## src/rtl/load_store_unit_if.sv

```systemverilog
// Data-bus bundle between the load/store unit (master) and the memory system (slave).
interface load_store_unit_if #(
  parameter int unsigned ADDR_WIDTH = 32
);
  logic                  bus_req;
  logic                  bus_we;
  logic [ADDR_WIDTH-1:0] bus_addr;
  logic [31:0]           bus_wdata;
  logic [3:0]            bus_wstrb;
  logic                  bus_ready;
  logic [31:0]           bus_rdata;

  modport master (
    output bus_req, bus_we, bus_addr, bus_wdata, bus_wstrb,
    input  bus_ready, bus_rdata
  );

  modport slave (
    input  bus_req, bus_we, bus_addr, bus_wdata, bus_wstrb,
    output bus_ready, bus_rdata
  );
endinterface

```

## src/rtl/load_store_unit.sv

```systemverilog
// RV32I memory-access stage: one word-bus transaction per request, byte/half lane
// steering for stores, sign/zero extension for loads, fault reporting without bus access.
module load_store_unit #(
  parameter int unsigned ADDR_WIDTH = 32
) (
  input  logic                  clock,
  input  logic                  reset,
  input  logic                  start,
  input  logic                  mem_read,
  input  logic                  mem_write,
  input  logic [2:0]            mem_op_length,
  input  logic [ADDR_WIDTH-1:0] address,
  input  logic [31:0]           store_data,
  output logic [31:0]           load_data,
  output logic                  done,
  output logic                  busy,
  output logic                  access_fault,
  load_store_unit_if.master     bus
);

  typedef enum logic [1:0] {IDLE, ACCESS, DONE} state_t;

  state_t                state_q, state_d;
  logic [ADDR_WIDTH-3:0] word_q;
  logic [1:0]            off_q;
  logic [2:0]            len_q;
  logic                  we_q;
  logic [31:0]           sd_q;
  logic                  fault_q;
  logic [31:0]           load_data_q;

  logic                  req_any, illegal, misaligned, req_fault, go_bus;
  logic [31:0]           shifted, extracted, lane_wdata;
  logic [3:0]            lane_wstrb;

  assign req_any = mem_read | mem_write;

  always_comb begin
    illegal    = 1'b0;
    misaligned = 1'b0;
    case (mem_op_length)
      3'b000:          illegal = 1'b0;
      3'b001:          misaligned = address[0];
      3'b010:          misaligned = |address[1:0];
      3'b100:          illegal = mem_write;
      3'b101: begin
        illegal    = mem_write;
        misaligned = address[0];
      end
      default:         illegal = 1'b1;
    endcase
  end

  // A no-op request (neither read nor write) completes cleanly whatever funct3 holds.
  assign req_fault = req_any & (illegal | misaligned);
  assign go_bus    = req_any & ~req_fault;

  assign shifted = bus.bus_rdata >> {off_q, 3'b000};

  always_comb begin
    case (len_q[1:0])
      2'b00: begin
        extracted  = {{24{~len_q[2] & shifted[7]}}, shifted[7:0]};
        lane_wstrb = 4'b0001 << off_q;
        lane_wdata = {4{sd_q[7:0]}};
      end
      2'b01: begin
        extracted  = {{16{~len_q[2] & shifted[15]}}, shifted[15:0]};
        lane_wstrb = 4'b0011 << off_q;
        lane_wdata = {2{sd_q[15:0]}};
      end
      default: begin
        extracted  = shifted;
        lane_wstrb = 4'b1111;
        lane_wdata = sd_q;
      end
    endcase
  end

  always_ff @(posedge clock or posedge reset) begin
    if (reset) state_q <= IDLE;
    else       state_q <= state_d;
  end

  always_comb begin
    state_d          = state_q;
    busy             = (state_q != IDLE);
    done             = (state_q == DONE);
    access_fault     = (state_q == DONE) & fault_q;
    bus.bus_req      = 1'b0;
    bus.bus_we       = 1'b0;
    bus.bus_addr     = '0;
    bus.bus_wdata    = '0;
    bus.bus_wstrb    = '0;
    case (state_q)
      IDLE: begin
        if (start) state_d = go_bus ? ACCESS : DONE;
      end
      ACCESS: begin
        bus.bus_req  = 1'b1;
        bus.bus_we   = we_q;
        bus.bus_addr = {word_q, 2'b00};
        if (we_q) begin
          bus.bus_wdata = lane_wdata;
          bus.bus_wstrb = lane_wstrb;
        end
        if (bus.bus_ready) state_d = DONE;
      end
      DONE:    state_d = IDLE;
      default: state_d = IDLE;
    endcase
  end

  always_ff @(posedge clock or posedge reset) begin
    if (reset) begin
      word_q      <= '0;
      off_q       <= '0;
      len_q       <= '0;
      we_q        <= 1'b0;
      sd_q        <= '0;
      fault_q     <= 1'b0;
      load_data_q <= '0;
    end else begin
      case (state_q)
        IDLE: begin
          if (start) begin
            word_q  <= address[ADDR_WIDTH-1:2];
            off_q   <= address[1:0];
            len_q   <= mem_op_length;
            we_q    <= mem_write;
            sd_q    <= store_data;
            fault_q <= req_fault;
            if (!go_bus) load_data_q <= '0;
          end
        end
        ACCESS: begin
          if (bus.bus_ready) load_data_q <= we_q ? '0 : extracted;
        end
        default: ;
      endcase
    end
  end

  assign load_data = load_data_q;

endmodule
```

## src/flat_wrapper.sv

```systemverilog
// flat-port wrapper written by rule: the top's interface ports become plain ports
module load_store_unit_flat 
#(
  parameter int unsigned ADDR_WIDTH = 32
)
  (clock, reset, start, mem_read, mem_write, mem_op_length, address, store_data, load_data, done, busy, access_fault, bus_bus_req, bus_bus_we, bus_bus_addr, bus_bus_wdata, bus_bus_wstrb, bus_bus_ready, bus_bus_rdata);
  load_store_unit_if #(.ADDR_WIDTH(ADDR_WIDTH)) bus_i ();
  input  logic clock;
  input  logic reset;
  input  logic start;
  input  logic mem_read;
  input  logic mem_write;
  input  logic [2:0] mem_op_length;
  input  logic [ADDR_WIDTH-1:0] address;
  input  logic [31:0] store_data;
  output logic [31:0] load_data;
  output logic done;
  output logic busy;
  output logic access_fault;
  output wire logic [$bits(bus_i.bus_req)-1:0] bus_bus_req;
  output wire logic [$bits(bus_i.bus_we)-1:0] bus_bus_we;
  output wire logic [$bits(bus_i.bus_addr)-1:0] bus_bus_addr;
  output wire logic [$bits(bus_i.bus_wdata)-1:0] bus_bus_wdata;
  output wire logic [$bits(bus_i.bus_wstrb)-1:0] bus_bus_wstrb;
  input wire logic [$bits(bus_i.bus_ready)-1:0] bus_bus_ready;
  input wire logic [$bits(bus_i.bus_rdata)-1:0] bus_bus_rdata;
  assign bus_bus_req = bus_i.bus_req;
  assign bus_bus_we = bus_i.bus_we;
  assign bus_bus_addr = bus_i.bus_addr;
  assign bus_bus_wdata = bus_i.bus_wdata;
  assign bus_bus_wstrb = bus_i.bus_wstrb;
  assign bus_i.bus_ready = bus_bus_ready;
  assign bus_i.bus_rdata = bus_bus_rdata;
  load_store_unit #(.ADDR_WIDTH(ADDR_WIDTH)) u_core (.clock(clock), .reset(reset), .start(start), .mem_read(mem_read), .mem_write(mem_write), .mem_op_length(mem_op_length), .address(address), .store_data(store_data), .load_data(load_data), .done(done), .busy(busy), .access_fault(access_fault), .bus(bus_i));
endmodule
```

## config.mk

```make
export PLATFORM = sky130hd
export DESIGN_NAME = load_store_unit_flat
export DESIGN_NICKNAME = d
export VERILOG_FILES = /design/src/rtl/load_store_unit_if.sv /design/src/rtl/load_store_unit.sv /design/src/flat_wrapper.sv
export SDC_FILE = /design/constraint.sdc
export NUM_CORES = 1
export LEC_CHECK = 0
export ABC_AREA = 1
export CAP_MARGIN = 10
export CORE_MARGIN = 4
export CORE_UTILIZATION = 45
export CTS_BUF_LIST = sky130_fd_sc_hd__clkbuf_4 sky130_fd_sc_hd__clkbuf_8 sky130_fd_sc_hd__clkbuf_16
export DETAILED_ROUTE_END_ITERATION = 10
export GPL_TIMING_DRIVEN = 1
export PLACE_DENSITY = 0.82
export SLEW_MARGIN = 20
export SYNTH_ARGS = -nofsm -noshare
export SYNTH_HDL_FRONTEND = slang
export SYNTH_SLANG_ARGS = --single-unit
```

## constraint.sdc

```tcl
create_clock -name clock -period 4.65 [get_ports clock]
set_input_delay 1.1625 -clock clock [delete_from_list [all_inputs] [get_ports clock]]
set_output_delay 1.1625 -clock clock [all_outputs]
set_load 0.1 [all_outputs]
```

---- Word-level counts from Yosys, hierarchy flattened ----
Cells that the tools add are included.
storage, ports and cells
  output and inout port bits .............. 105
  word-level logic and storage cells ...... 63
  bits in registers ....................... 103
operators by class
  equal/unequal tests ..................... 10
  mux-type cells .......................... 21
  bitwise operators ....................... 9
  shifts and indexed selects .............. 3
  reductions and logical operators ........ 12
operators by type and width
  kind                                                                    number
  32-bit two-way mux                                                      7
  32-bit one-hot mux with 2 select lines                                  3
  32-bit by 5-bit right shift with 32-bit output                          1
  4-bit two-way mux                                                       2
  4-bit one-hot mux with 2 select lines                                   1
  3-bit equality test (second input constant)                             2
  2-bit two-way mux                                                       3
  2-bit != test (second input constant)                                   3
  2-bit OR reduction                                                      3
  1-bit bitwise AND                                                       5
  2-bit by 1-bit equality test with 1-bit output (second input constant)  2
  2-bit logical NOT                                                       2
  1-bit one-hot mux with 2 select lines                                   2
  2-bit one-hot mux with 2 select lines                                   1
  2-bit AND reduction                                                     2
  4-bit AND reduction                                                     1
  2-bit nonzero test                                                      2
  1-bit by 2-bit << shifter with 4-bit output (first input constant)      1
  2-bit by 2-bit << shifter with 4-bit output (first input constant)      1
  3-bit by 1-bit equality test with 1-bit output (second input constant)  1
  3-bit by 2-bit equality test with 1-bit output (second input constant)  1
  3-bit logical NOT                                                       1
  3-bit OR reduction                                                      1
  2-bit equality test (second input constant)                             1
  other kinds (3)                                                         6

---- Logic depth before layout (Yosys ltp) ----
  depth after elaboration ................. 10
  mapped depth ............................ 9

---- Worst setup path before layout ----
OpenSTA, ideal clock, no wires.
  path kind ............................... flip-flop to output port
  start ................................... register u_core.state_q[1]
  end ..................................... output bus_bus_wdata[15]
  data required time ...................... 3.488 ns
  slack ................................... -0.005 ns
  stages on the path, launching flop included .. 7
  arrival ................................. 3.493 ns
  cell sequence ........................... dfrtp_1 > inv_1 > nand2_4 > nor2_4 > inv_2 > buf_2 > nor3_1
on the way
  cells in the longest elaborated chain, start to end .. 2
RTL lines
  what                                            RTL line               source
  start: declaration                              load_store_unit.sv:23  state_t state_q, state_d;
  start signal: assignment                        load_store_unit.sv:82  else state_q <= state_d;
  2-bit by 1-bit equality test with 1-bit output  load_store_unit.sv:95  case (state_q)
  32-bit two-way mux                              load_store_unit.sv:95
  end: declaration                                flat_wrapper.sv:23     output wire logic [$bits(bus_i.bus_wdata)-1:0] bus_bus_wdata;
Every way passes these cells.

---- Worst setup path in the final report ----
  start ................................... register u_core.state_q[1]
  end ..................................... output bus_bus_we
on the way
  cells in the longest elaborated chain, start to end .. 2
RTL lines
  what                                            RTL line               source
  2-bit by 1-bit equality test with 1-bit output  load_store_unit.sv:95
  1-bit two-way mux                               load_store_unit.sv:95
  end: declaration                                flat_wrapper.sv:21     output wire logic [$bits(bus_i.bus_we)-1:0] bus_bus_we;
Every way passes these cells.

==> run summary <==
The flow ran to the end, and the final reports show no timing, DRC or antenna violations. After synthesis, the largest family of logic cells by area is simple AND/OR/NAND/NOR gates. Setup violations remaining at the end of the flow were counted as 0. Power spread over the standard cell area amounts to 423 mW/mm^2. The post-route clock skew is 0.00491 ns. The synthesized area divided by synthesized cell count was 7.05 um^2; the global-route wire length before repair was 26.8 mm.

The initial antenna violation count was 1; the arrival time reported for the critical path endpoint was 2.65 ns. The required time of the critical path is 3.49 ns. The sequential share of the synthesized area came out at 0.467.

The setup path with the least slack is of type register to output pin. The xor/xnor share of the synthesized area works out to 0. From synthesis to final layout, the design area changed by 45.1%. The multi-input combinational cell area is 0.00239 mm^2, and the number of sinks handled by clock tree synthesis is 103. TritonCTS built the clock tree. Entering global routing, the biggest net connects 64 pins. The proportion of layout cells with a drive suffix above 1 works out to 0.0820. After detailed placement, the total cell area comes to 0.00768 mm^2.

The run gives 0 as the hold buffer count at CTS. Adding up every negative setup slack in the final design gives 0 ns. The flop and latch count out of synthesis came out at 103. Mapped cell area: 0.00551 mm^2.

The via count of the first global-routing pass is 5407. The worst setup path is captured at an output pin. The number of max-slew violations in the final report is 0. From bottom edge to top edge, the die measures 119 um.

The remaining max-slew budget at the tightest pin was 0.316; the maximum net fanout on the critical path was 35. The largest vdd supply drop came out at 0.237 mV. The number of placed instances, taps included, is 1095. The final hold violation count is 0. Setup repair after global routing left no endpoint under its margin. Detailed placement finished with a half-perimeter wire length of 11.7 mm. The library cell used most frequently in the layout, excluding fill and tap cells, is sky130_fd_sc_hd__nand2_1. The cell sitting at the root of the clock tree is a sky130_fd_sc_hd__clkbuf_16. The maximum clock frequency is 262 MHz, and the distinct cell type count of the synthesized netlist is 27.

The adder and majority cell fraction of the synthesized area was 0; the final clock period utilization by the worst path was 0.821. The clock tree buffer depth is 2, and the total CTS buffers is 9. The switching power share of the total works out to 0.438.

Core utilization of the finished layout: 0.666. After detailed routing, the number of vias per cell comes to 5.05. The clock period could shrink to 3.82 ns.

Summed over all nets, the switching power comes to 0.00148 W. The Yosys step of the flow raised 0 warnings. In this run the standard cell core region covers 0.0120 mm^2. 0 antenna diodes ended up in the layout.

The run gives 40 as the number of rows in the core area. Across the run, the number of max-cap violations was 0. Registers take 0.00258 mm^2. The synthesized-area fraction occupied by ao, oa, aoi and oai cells was 0.108; the share of power burned in combinational logic was 0.417. After filler insertion, the fill cell instance count of the layout stands at 1073. For this block, the initial DRC count from the detailed router was 466. The logs give 0 for the total congestion overflow and 0.235 for the total global routing track utilization. In the layout the commonest cells are 290 x sky130_fd_sc_hd__nand2_1, 171 x sky130_fd_sc_hd__clkdlybuf4s50_1, 103 x sky130_fd_sc_hd__dfrtp_1. The share of synthesized cell area in and, or, nand and nor gates came out at 0.322. Clock-pin slew was measured on the worst setup and hold paths at 0.07 ns.

Count of vias placed by the detailed router: 5610. The run gives 0.459 as the initial cell density of the core. The path class of the tightest hold or removal check is register to register. The logs give 0.345 for the part of the power in registers and 0.238 for the part of the total power dissipated in the clock network. From left edge to right edge, the die measures 119 um.

After layout, the worst setup slack is 0.833 ns. The later pin in the worst-skew pair is clocked with a latency of 0.35 ns. For this run, design rule violations remaining after detail routing come to 0. The worst setup path is launched from a register. The wire length reported by the detailed router came out at 16.6 mm. The H-tree depth reported by CTS is 3, and the post-CTS setup-driven buffer insertion count is 0. After clock tree synthesis, the repair step resized 0 gates. Routability-driven placement finished with a final weighted congestion of 0.914. The run gives 0.00190 W as the design internal power. The non-filler instance count after layout came out at 1111. At the end of the flow, the number of nets in the layout was 1064. The floorplan step defined a die boundary enclosing 0.0141 mm^2. The count of antenna-violating nets left after detailed routing was 0; the finished layout cell area was 0.00800 mm^2. In the synthesized netlist, the number of instances is 782.

The pin slew with the least headroom to its limit is 1.02 ns, and the static leakage power is 3.89 nW. Post-detailed-route wirelength per cell: 14.9 um. 210 I/O pins were placed. The proportion of synthesized area in mux cells was 0; the first-pass iteration count of the detailed router was 5. The worst slack at placement is 1.22 ns.

The number of port buffers came out at 207.
## sequential cells by signal (all words and copies together) (netlist names)
register,count
u_core.fault_q,1
u_core.len_q,3
u_core.load_data,32
u_core.off_q,2
u_core.sd_q,32
u_core.state_q,2
u_core.we_q,1
u_core.word_q,30
## final timing paths
kind / startpoint / to / slack (ns) / cells after the start
worst max-delay path: u_core.state_q[1] / bus_bus_we / 0.83 / 4
worst min-delay path: u_core.load_data[14] / u_core.load_data[14] / 0.48 / 2
worst max register to register: u_core.len_q[1] / u_core.load_data[23] / 2.31 / 7
worst min register to register: u_core.load_data[14] / u_core.load_data[14] / 0.48 / 2
max in group asynchronous: reset / u_core.sd_q[11] / 2.63 / 3
min in group asynchronous: reset / u_core.word_q[5] / 1.32 / 2
## metrics by stage
step,hold WS [ns],power [W]
after floorplan,0.449,0.00223
after global placement,0.461,0.00256
after detailed placement,0.464,0.00259
after CTS,0.484,0.00339
after global routing,0.510,0.00358
final,0.482,0.00338
## synth_stat cells (all sizes together)
| cell | n | area (um^2) |
|---|---|---|
| nand2 | 294 | 1120 |
| dfrtp | 103 | 2580 |
| nor2 | 93 | 367 |
| o21ai | 82 | 429 |
| inv | 78 | 293 |
| nand3 | 41 | 223 |
| buf | 34 | 215 |
| a21oi | 16 | 80.1 |
| clkbuf | 14 | 52.6 |
| nor3 | 10 | 50.1 |
| o22ai | 9 | 56.3 |
| a21o | 4 | 30.0 |
| nand4 | 2 | 12.5 |
| clkinv | 1 | 3.75 |
| conb | 1 | 3.75 |
## critical path, stage by stage, from the launching register on
cell	delay (ns)
sky130_fd_sc_hd__dfrtp_1	0.39
sky130_fd_sc_hd__inv_1	0.13
sky130_fd_sc_hd__nand2_4	0.25
sky130_fd_sc_hd__nor2_4	0.32
sky130_fd_sc_hd__clkdlybuf4s50_1	1.21
## power groups by stage
stage,Sequential [W],Clock [W],Combinational [W]
5_1_grt,0.00119,0.000850,0.00154
2_1_floorplan,0.00131,0,0.000919
6_report,0.00117,0.000804,0.00141
3_3_place_gp,0.00117,0,0.00139
4_1_cts,0.00117,0.000813,0.00141
3_5_place_dp,0.00118,0,0.00141
## layer usage
layer  GRT usage  part of all wire  vias up
met3      0.0612             0.082       29
met4      0.0753             0.021        2
met1       0.307              0.42     2600
met2       0.382              0.48      216
met5           0           0.00072        -
li1            -                 -     2763
## logic make-up after synthesis
group	count (synthesis)
other cells	1
compound gates	111
flops	103
buf+inv	127
simple gates	440
## layout make-up
cell class	count	area share
timing repair buffer	213	0.280
tap	147	0.0230
multi-input combinational	553	0.299
inverter	79	0.0374
clock buffer	9	0.0282
clock inverter	7	0.0108
sequential	103	0.322
No activity file was read; power rests on OpenSTA's default activity.
